`src/rtl/flappy_pkg.sv`:
```
// Shared constants, state encoding and index arithmetic for the pipe scheduler.
package flappy_pkg;

    localparam int SCREEN_W     = 640;
    localparam int PIPE_W       = 40;
    localparam int PIPE_SPACING = 128;
    localparam int SCROLL_STEP  = 2;
    localparam int NUM_SLOTS    = 5;

    // Leading pipe starts fully off the right edge of the screen.
    localparam logic [9:0] X_INIT = 10'(SCREEN_W + PIPE_W);

    typedef enum logic [1:0] {
        IDLE = 2'd0,
        RUN  = 2'd1,
        OVER = 2'd2
    } state_t;

    // (a + b) mod NUM_SLOTS; any out-of-range operand collapses the result to 0.
    function automatic logic [2:0] add_mod5(input logic [2:0] a, input logic [2:0] b);
        logic [3:0] s;
        logic [2:0] r;
        s = {1'b0, a} + {1'b0, b};
        if (a >= 3'(NUM_SLOTS) || b >= 3'(NUM_SLOTS))
            r = 3'd0;
        else if (s >= 4'(NUM_SLOTS))
            r = 3'(s - 4'(NUM_SLOTS));
        else
            r = s[2:0];
        return r;
    endfunction

endpackage

```
`src/rtl/mod5_counter.sv`:
```
// Mod-5 counter: counts 0..4 when enabled, wraps 4->0, self-heals from 5..7.
module mod5_counter
    import flappy_pkg::*;
(
    input  logic       clk,
    input  logic       rst,
    input  logic       en,
    output logic [2:0] q
);

    // Illegal values are cleared regardless of enable so a glitch cannot stick.
    always_ff @(posedge clk) begin
        if (rst || q >= 3'(NUM_SLOTS))
            q <= 3'd0;
        else if (en)
            q <= (q == 3'(NUM_SLOTS - 1)) ? 3'd0 : q + 3'd1;
    end

endmodule

```
`src/rtl/pipe_scheduler.sv`:
```
// Pipe field scheduler: scrolls the leading pipe, recycles it off the left
// edge, rotates the height-table index and keeps the passed-pipe score.
//
//   state | meaning
//   IDLE  | waiting for start; outputs hold, ticks ignored
//   RUN   | pipes scroll one step per tick; collide ends the game
//   OVER  | everything frozen; start reloads and returns to IDLE
module pipe_scheduler
    import flappy_pkg::*;
(
    input  logic       clk,
    input  logic       rst,
    input  logic       tick,
    input  logic       start,
    input  logic       collide,
    output logic [2:0] rom_index,
    output logic [9:0] x_right,
    output logic       pipe_passed,
    output logic [7:0] score,
    output logic       running,
    output logic       game_over
);

    state_t     state;
    logic [2:0] seed;
    logic [2:0] idx_base;
    logic [2:0] idx_off;
    logic       reload;
    logic       recycle;
    logic       off_clr;

    // rom_index = seed captured at reload plus the recycles since then, mod 5.
    // Reload snapshots the seed into idx_base and clears the offset counter.
    assign reload  = start && (state == IDLE || state == OVER);
    assign recycle = (state == RUN) && !collide && tick && (x_right <= 10'(SCROLL_STEP));
    assign off_clr = rst || reload;

    assign rom_index = add_mod5(idx_base, idx_off);

    mod5_counter u_seed (
        .clk (clk),
        .rst (rst),
        .en  (1'b1),
        .q   (seed)
    );

    mod5_counter u_index_off (
        .clk (clk),
        .rst (off_clr),
        .en  (recycle),
        .q   (idx_off)
    );

    // Game FSM with registered outputs; collide beats tick in RUN.
    always_ff @(posedge clk) begin
        if (rst) begin
            state       <= IDLE;
            x_right     <= X_INIT;
            pipe_passed <= 1'b0;
            score       <= 8'd0;
            running     <= 1'b0;
            game_over   <= 1'b0;
            idx_base    <= 3'd0;
        end else begin
            pipe_passed <= recycle;
            if (idx_base >= 3'(NUM_SLOTS))
                idx_base <= 3'd0;
            case (state)
                IDLE: begin
                    if (start) begin
                        state     <= RUN;
                        running   <= 1'b1;
                        game_over <= 1'b0;
                        x_right   <= X_INIT;
                        score     <= 8'd0;
                        idx_base  <= seed;
                    end
                end
                RUN: begin
                    if (collide) begin
                        state     <= OVER;
                        running   <= 1'b0;
                        game_over <= 1'b1;
                    end else if (tick) begin
                        if (x_right > 10'(SCROLL_STEP)) begin
                            x_right <= x_right - 10'(SCROLL_STEP);
                        end else begin
                            // x_right <= SCROLL_STEP here, so the sum stays far below 1024.
                            x_right <= x_right + 10'(PIPE_SPACING - SCROLL_STEP);
                            score   <= (score == 8'hFF) ? score : score + 8'd1;
                        end
                    end
                end
                OVER: begin
                    if (start) begin
                        state     <= IDLE;
                        running   <= 1'b0;
                        game_over <= 1'b0;
                        x_right   <= X_INIT;
                        score     <= 8'd0;
                        idx_base  <= seed;
                    end
                end
                default: begin
                    state     <= IDLE;
                    running   <= 1'b0;
                    game_over <= 1'b0;
                end
            endcase
        end
    end

endmodule
```
`config.mk`:
```
export PLATFORM = sky130hd
export DESIGN_NAME = pipe_scheduler
export DESIGN_NICKNAME = d
export VERILOG_FILES = /design/src/rtl/flappy_pkg.sv /design/src/rtl/mod5_counter.sv /design/src/rtl/pipe_scheduler.sv
export SDC_FILE = /design/constraint.sdc
export NUM_CORES = 1
export LEC_CHECK = 0
export CELL_PAD_IN_SITES_DETAIL_PLACEMENT = 0
export CELL_PAD_IN_SITES_GLOBAL_PLACEMENT = 1
export CORE_MARGIN = 2
export CORE_UTILIZATION = 38
export CTS_CLUSTER_DIAMETER = 50
export DETAILED_ROUTE_END_ITERATION = 8
export PLACE_DENSITY = 0.89
export SLEW_MARGIN = 10
export SYNTH_ARGS = -nofsm -noshare
export SYNTH_HDL_FRONTEND = slang
export SYNTH_SLANG_ARGS = --single-unit
```
`constraint.sdc`:
```
create_clock -name clk -period 3 [get_ports clk]
set_input_delay 0.6 -clock clk [delete_from_list [all_inputs] [get_ports clk]]
set_output_delay 0.6 -clock clk [all_outputs]
set_load 0.005 [all_outputs]
```
# --- Word-level counts from Yosys, hierarchy flattened ---
# Cells that the tools add are included.
totals:
  ff_bits: 32
  in_bits: 5
  out_inout_bits: 24
  elab_cells: 80
op_classes:
  add_sub_neg: 7
  n_lt_le_gt_ge: 6
  n_eq_ne: 13
  n_mux: 27
  n_reduce_logical: 18
ops:
  columns: ["cell", "count"]
  rows:
  - ["two-way mux 10 bit", 4]
  - ["two-way mux 8 bit", 5]
  - ["case mux 10 bit (2 select lines)", 1]
  - ["two-way mux 3 bit", 6]
  - ["case mux 8 bit (2 select lines)", 1]
  - ["inequality test 2 bit (second input constant)", 7]
  - ["adder 10 x 7 -> 10 bit (second input constant)", 1]
  - ["greater-than comparator 10 x 2 -> 1 bit (second input constant)", 1]
  - ["less-or-equal comparator 10 x 2 -> 1 bit (second input constant)", 1]
  - ["subtractor 10 x 2 -> 10 bit (second input constant)", 1]
  - ["greater-or-equal comparator 3 bit (second input constant)", 3]
  - ["adder 8 x 1 -> 8 bit (second input constant)", 1]
  - ["equality test 8 bit (second input constant)", 1]
  - ["adder 3 x 1 -> 3 bit (second input constant)", 2]
  - ["equality test 3 bit (second input constant)", 2]
  - ["two-way mux 2 bit", 3]
  - ["case mux 2 bit (3 select lines)", 1]
  - ["AND reduction 6 bit", 1]
  - ["logical OR 1 bit", 5]
  - ["adder 3 x 3 -> 4 bit", 1]
  - ["greater-or-equal comparator 4 x 3 -> 1 bit (second input constant)", 1]
  - ["logical AND 1 bit", 4]
  - ["two-way mux 1 bit", 4]
  - ["AND reduction 4 bit", 1]
  - ["12 further kinds", 13]

# --- Longest topological paths before layout ---
logic_depth:
  word_depth: 6
  depth_mapped: 9

# --- Modules after synthesis ---
# A second synthesis with hierarchy kept.
hier_totals:
  hier_cells: 200
  hier_area_um2: 1682.9
modules_own_cells:
  columns: ["mod", "n_inst", "cells_per_inst", "area_each_um2"]
  rows:
  - ["pipe_scheduler", 1, 160, 1327.5]
  - ["mod5_counter", 2, 20, 177.7]

# --- Worst setup path before layout ---
# No wires, ideal clock.
synth_path:
  path_kind: "register to output"
  from: "register u_index_off.q[0]"
  to: "output rom_index[1]"
  t_arrival_ns: 2.257
  required_ns: 2.400
  setup_slack_ns: 0.143
  path_stages_with_launch: 10
  n_path_buf: 0
  cell_sequence: "dfxtp_1 -> ha_1 -> fa_1 -> inv_1 -> ha_1 -> nor2b_1 -> o21ai_0 -> a211oi_1 -> nor2b_1 -> a211oi_1"
synth_between:
  elab_chain_len: 4
synth_lines:
  columns: ["item", "line", "text"]
  rows:
  - ["from (decl)", "mod5_counter.sv:8", "output logic [2:0] q"]
  - ["from (signal assigned)", "mod5_counter.sv:16", "q <= (q == 3'(NUM_SLOTS - 1)) ? 3'd0 : q + 3'd1;"]
  - ["adder 3 x 3 -> 4 bit", "flappy_pkg.sv:23", "s = {1'b0, a} + {1'b0, b};"]
  - ["greater-or-equal comparator 4 x 3 -> 1 bit or subtractor 3 bit (tied branches)", "flappy_pkg.sv:26, flappy_pkg.sv:27", null]
  - ["two-way mux 3 bit", "flappy_pkg.sv:26", "else if (s >= 4'(NUM_SLOTS))"]
  - ["two-way mux 3 bit (*)", "flappy_pkg.sv:24", "if (a >= 3'(NUM_SLOTS) || b >= 3'(NUM_SLOTS))"]
  - ["to (decl)", "pipe_scheduler.sv:16", "output logic [2:0] rom_index,"]
# Mark *: on every way between the ends. The rest lies on a longest branch, timed or not.

# --- Worst setup path in the final report ---
layout_path:
  from: "register idx_base[0]"
  to: "output rom_index[1]"
layout_between:
  elab_chain_len: 4
layout_lines:
  columns: ["item", "line", "text"]
  rows:
  - ["from (decl)", "pipe_scheduler.sv:26", "logic [2:0] idx_base;"]
  - ["from (signal assigned)", "pipe_scheduler.sv:63", "idx_base <= 3'd0;"]
  - ["from (signal assigned)", "pipe_scheduler.sv:67", "idx_base <= 3'd0;"]
  - ["from (signal assigned)", "pipe_scheduler.sv:76", "idx_base <= seed;"]
  - ["adder 3 x 3 -> 4 bit", "flappy_pkg.sv:23", null]
  - ["greater-or-equal comparator 4 x 3 -> 1 bit or subtractor 3 bit (tied branches)", "flappy_pkg.sv:26, flappy_pkg.sv:27", null]
  - ["two-way mux 3 bit", "flappy_pkg.sv:26", null]
  - ["two-way mux 3 bit (*)", "flappy_pkg.sv:24", null]
# Marked as above.

==> run_results.csv <==
group,metric,value,unit
worst_hold_path,hold_start,"game_over",
final_layout,fin_util,54.38,%
yosys,netlist_instances,195,
yosys,synth.distinct_cells,45,
yosys,ys_seq_elements,30,
floorplan,die_y,69.63,um
timing,clock.fmax,323.6,MHz
detailed_routing,first_pass_iters,4,
yosys,ys.flop_type,"dfxtp_1",
placed_design,post-place-ws,-0.3683,ns
setup_path,r2r_setup_slack,0.90,ns
placed_design,dpl_cell_area,2036,um^2
final_layout,fillerInstances,390,
timing,finalCritPeriodShare,103.0,%
setup_path,startpoint_type,"flop",
setup_path,reg2reg_to,"score[7]",
global_route,grtUsageMet2,23.50,%
placed_design,gp_congestion,0.7705,
pwr,p_total,0.8882,mW
yosys,syn_nets,214,
cts,path_clk_slew,0.06,ns
worst_hold_path,worstHoldEndpoint,"game_over",
job,maxCapViolCount,0,
yosys,seq_area_frac_synth,36.70,%
detailed_routing,ant_nets,0,
pwr,pwr-share-comb,14.3,%
detailed_routing,wl,3.496,mm
cts,clockBufferDepth,2,
detailed_routing,viasPerCell,5.096,
pwr,power.internal,0.6652,mW
setup_path,worstPathRequired,2.40,ns
setup_path,path_class,"reg -> out",
global_route,grt_pass1_vias,1373,
timing,hold_slack,0.4722,ns
floorplan,io_pins,29,
timing,slew_viol_final,0,
pwr,peakVddDrop,303.7,uV
pwr,powerDensity,399.7,nW/um^2
floorplan,start_util,40.05,%
cts,htree_levels,2,
global_route,grt_max_degree,12,
detailed_routing,drtIter0Drc,56,
worst_hold_path,min_path_type,"reg -> reg",
final_layout,area_growth,35.78,%
timing,final-hold-violation-count,0,
final_layout,fin_nets,260,
yosys,yosysWarnings,0,
yosys,synthArstFlopShare,0,%
yosys,syn_area_per_cell,8.393,um^2
global_route,grtUsageMet1,20.67,%
yosys,synth-edff-count,0,
placed_design,placed_cells,279,
placed_design,port_buffers,27,
setup_path,arrival,2.49,ns
global_route,grt-ovfl-total,0,
yosys,syn_area,1637,um^2
placed_design,dp_hpwl,2.479,mm
pwr,p_sw,0.2230,mW
outcome,outcome,"finished, violations left",
global_route,busiest_layer,"met2",
final_layout,diodes,0,
pwr,pwr-share-seq,48.6,%
timing,fin_ws,-0.08994,ns
timing,tns,-0.2537,ns
cts,clock_sinks,30,
final_layout,final_cell_area,2222,um^2
timing,finalSetupViolations,3,
floorplan,core-area,4086,um^2
cts,clk_latency,0.27,ns
cts,cts_tree,"yes",
timing,finClkSkew,0.001616,ns
global_route,grt_pass1_wl,6.161,mm
cts,numCtsBuffers,5,
setup_path,end_kind,"output pin",
final_layout,layoutNonFillerInstCount,292,
setup_path,reg2reg_depth,5,
setup_path,r2r_start,"x_right[4]",
outcome,violations,"negative setup slack",
floorplan,rows,23,
cts,cts_hold_buf,0,
pwr,sw_frac_of_total,25.11,%
floorplan,die_w,69.63,um
worst_hold_path,hold_path_depth,2,
detailed_routing,drc,0,
floorplan,die-area,4848,um^2
cts,cts_root_buffer,"clkbuf_8",
detailed_routing,wl_per_cell,11.97,um
global_route,antenna_found_initial,0,
pwr,p_leak,0.8982,nW
detailed_routing,vias,1488,
timing,rsz0062_at_grt,"yes",
setup_path,crit_fanout,4,
final_layout,drive_gt1_share,19.01,%
pwr,clkPwrFrac,37.1,%
global_route,met3_usage,3.779,%
global_route,grt_usage,15.44,%
timing,finalCriticalPeriod,3.090,ns
## final cells by class
class | count | area, um^2 | share of cell area (%)
Clock buffer | 7 | 86.33 | 3.885
Tap cell | 50 | 62.56 | 2.815
Clock inverter | 1 | 5.005 | 0.2252
Inverter | 13 | 48.80 | 2.196
Multi-Input combinational cell | 146 | 1026 | 46.17
Sequential cell | 30 | 603.1 | 27.14
Timing Repair Buffer | 45 | 390.4 | 17.57
## sequential cells by signal, indices dropped and copies added, names as in the netlist
register / count
u_index_off.q: 3
score: 8
x_right: 9
pipe_passed: 1
u_seed.q: 3
state: 2
idx_base: 3
game_over: 1
## routing by layer
layer  vias up  wire length, um
met3         8              169
li1        779                -
met2        31             1544
met1       670             1713
met5         -                0
met4         0               69
## cell families (layout without fill, tap and decap cells)
kind of cell,count (synthesis),in the layout,synth area share (%)
compound gates,42,42,16.44
xor+xnor,10,10,5.352
simple gates,79,79,25.23
buf+inv,19,66,4.893
flops,30,30,36.70
other cells,1,1,0.2291
fa+ha+maj,14,14,11.16
## worst max-delay path: stages, from the launching register on
cell and delay [ns]:
dfxtp_2 0.34, ha_4 0.16, fa_1 0.44, inv_2 0.13, ha_4 0.15, nor2b_4 0.16
o21ai_2 0.07, a211oi_2 0.32, buf_4 0.18, buf_4 0.10, a211oi_1 0.05, buf_2 0.12
## cell usage after synthesis, types with 3 or more instances
| cell | instances | share of area [%] |
|---|---|---|
| o21ai_0 | 9 | 2.8 |
| nand2_1 | 18 | 4.1 |
| nor2_1 | 26 | 6.0 |
| or3_1 | 5 | 1.9 |
| xnor2_1 | 8 | 4.3 |
| nor3_1 | 4 | 1.2 |
| ha_1 | 13 | 9.9 |
| a21oi_1 | 14 | 4.3 |
| inv_1 | 13 | 3.0 |
| nand3_1 | 6 | 1.8 |
| nor2b_1 | 3 | 1.1 |
| dfxtp_1 | 30 | 37 |
| nor3b_1 | 3 | 1.4 |
| clkbuf_1 | 3 | 0.69 |
## power by group through the flow
stage               Combinational (mW)  Clock [mW]  Sequential [mW]
floorplan                       0.0680           0            0.435
global placement                 0.111           0            0.440
detailed placement               0.113           0            0.440
CTS                              0.126       0.341            0.431
global route                     0.144       0.361            0.434
finish                           0.127       0.330            0.432
## cell usage in the layout, fill, tap and decap left out, types with 2 or more instances in the layout
master and count:
buf_2 3, o41ai_1 2, nor3_1 4, or4_1 2
nor2b_1 2, o21ai_0 8, buf_4 18, clkdlybuf4s50_1 24
a21oi_1 13, dfxtp_1 28, clkbuf_8 6, dfxtp_2 2
o2111ai_1 2, a31oi_1 2, inv_1 12, xor2_1 2
nand2_1 18, xnor2_1 7, nor2_1 26, nor3b_1 2
ha_4 3, nand4_1 2, nand3_1 6, ha_1 10
or3_1 5, o31ai_1 2
## how the worst max path moves through the flow
stage / start / end / slack, ns / depth (start not counted)
after floorplan: u_index_off.q[0] / rom_index[1] / 0.14 / 9
after global placement: idx_base[0] / rom_index[1] / -0.26 / 10
after detailed placement: idx_base[0] / rom_index[1] / -0.37 / 10
after CTS: u_index_off.q[0] / rom_index[2] / -0.13 / 10
after global routing: idx_base[0] / rom_index[0] / -0.24 / 11
final: idx_base[0] / rom_index[1] / -0.09 / 11
## timing repair
item	in CTS	in global routing
setup endpoints to repair	3	3
gates resized for setup	27	1
cloned	0	0
pin swaps	9	7
setup buffers	3	2
Note: power is estimated with default switching activity, not from simulation.
==> edit: new RTL, same flow settings <==
The output `pipe_passed` loses its register stage (`pipe_passed` becomes a continuous assignment).
--- a/src/rtl/pipe_scheduler.sv
+++ b/src/rtl/pipe_scheduler.sv
@@ -56,13 +56,11 @@
         if (rst) begin
             state       <= IDLE;
             x_right     <= X_INIT;
-            pipe_passed <= 1'b0;
             score       <= 8'd0;
             running     <= 1'b0;
             game_over   <= 1'b0;
             idx_base    <= 3'd0;
         end else begin
-            pipe_passed <= recycle;
             if (idx_base >= 3'(NUM_SLOTS))
                 idx_base <= 3'd0;
             case (state)
@@ -110,4 +108,6 @@
         end
     end
 
+    assign pipe_passed = recycle;
+
 endmodule
Behaviour: no difference found for any inputs over 10 cycles, from zero or initial values and one cycle with rst high; that may be too few to reach the edited logic, so the function may still have changed.
==> edit against the original RTL <==
The run still ends with negative setup slack left. Routed wire length fell by 1.6%. Via count fell by 5.3%. Setup slack got worse by 32 ps. Sequential cell count fell by 1. Utilization fell by 0.23 points. Critical path depth did not move. First-iteration DRC count rose by 54%. Design area fell by 1.1%. Area after synthesis fell by 0.31%. Sequential power fell by 3%. Final cell count fell by 3.8%. Total power fell by 4.3%. Critical path type unchanged. Critical endpoint is now rom_index[0]. Largest cell class unchanged.
==> edit: results (changes against the original RTL) <==
| Metric | Reported | Unit | Change |
|:---|:---|:---|:---|
| Worst vdd rail ir drop | 228 | uV | was 304 uV |
| Wire length reported by the detailed router | 3440 | um | was 3500 um |
| Met1 track utilization from global routing | 20.7 | % | about the same |
| Final standard cell utilization of the core | 54.1 | % | was 54.4% |
| Sum of negative setup slack | -257 | ps | was -254 ps |
| Met2 Use GR | 22.1 | % | was 23.5% |
| Wire length of the first global-routing pass | 5850 | um | was 6160 um |
| Compound-Gate Fraction of Synth Area | 15.4 | % | was 16.4% |
| Number of fill cells | 368 | - | was 390 |
| Final setup margin | -122 | ps | was -89.9 ps |
| Post-Syn Area per Cell | 8.77 | um2 | was 8.39 um2 |
| Worst Reg-to-Reg Cells | 6 | - | was 5 |
| Number of standard cells after synthesis | 186 | - | was 195 |
| Worst hold margin | 472 | ps | about the same |
| Standby leakage power | 0.857 | nW | was 0.898 nW |
| Violated checks | negative setup slack | - | unchanged |
| Reg2Reg Launch Point | state[0] | - | was x_right[4] |
| Drt via density | 5.01 | - | was 5.10 |
| # setup viols final | 3 | - | unchanged |
| M3 GR Usage | 5.96 | % | was 3.78% |
| Via count of the first global-routing pass | 1242 | - | was 1373 |
| Worst Clk Skew | 4.94 | ps | was 1.62 ps |
| Wire length on met3 | 130 | um | was 169 um |
| Outcome | finished with violations | - | unchanged |
| Final estimated routing congestion in global placement | 0.834 | - | was 0.771 |
| Wire length the detailed router placed on met1 | 1740 | um | was 1710 um |
| Fmax achieved | 320 | MHz | was 324 MHz |
| Sequential element share of the synthesized area | 35.6 | % | was 36.7% |
| Placed inst area | 0.00203 | mm2 | was 0.00204 mm2 |
| Arrival @ worst endpoint | 2520 | ps | was 2490 ps |
| Starting DRT DRC Count | 86 | - | was 56 |
## edit: changes by cell type in the layout (fill, tap and decap cells not counted), sizes merged, moves of 2 or more
cell	unedited run	this run
o2111ai	2	0
buf	21	17
nor4	3	6
mux2i	0	2
nor2	26	24
nand2	19	12
xnor2	8	11
inv	13	11
or4	2	0
nor2b	3	5
nand2b	0	5
a211oi	2	4
## edit: power breakdown
| group | total, mW | internal (mW) | switching, mW |
|---|---|---|---|
| Clock | 0.298 | 0.164 | 0.134 |
| Combinational | 0.131 | 0.0649 | 0.0664 |
| Sequential | 0.421 | 0.400 | 0.0207 |
| Total | 0.850 | 0.629 | 0.221 |
## edit: repair_timing
action | in CTS | in global routing
resized for setup | 27 | 3
setup endpoints to repair | 3 | 3
pin swaps | 10 | 7
cloned | 0 | 0
buffers inserted | 2 | 1
## edit: worst max path at each step
stage,start,endpoint,slack [ps]
2_1_floorplan,u_index_off.q[0],rom_index[2],180
5_1_grt,idx_base[0],rom_index[0],-220
4_1_cts,u_index_off.q[0],rom_index[2],-130
3_3_place_gp,idx_base[0],rom_index[2],-260
3_5_place_dp,idx_base[0],rom_index[2],-360
6_report,idx_base[0],rom_index[0],-120
## edit: logic make-up (layout without fill, tap and decap cells)
| group | after synthesis | in the layout |
|---|---|---|
| compound gates | 36 | 36 |
| xor+xnor | 13 | 13 |
| other cells | 1 | 1 |
| simple gates | 76 | 76 |
| flops | 29 | 29 |
| mux | 2 | 2 |
| fa+ha+maj | 14 | 14 |
| buf+inv | 15 | 60 |
## edit: area by class of cell
type	instances	area share, %
flip-flops and latches	29	26.5
repair buffers	41	16.6
inverters	11	1.88
multi-input cells	142	48.5
well taps	50	2.85
clock buffers	8	3.64
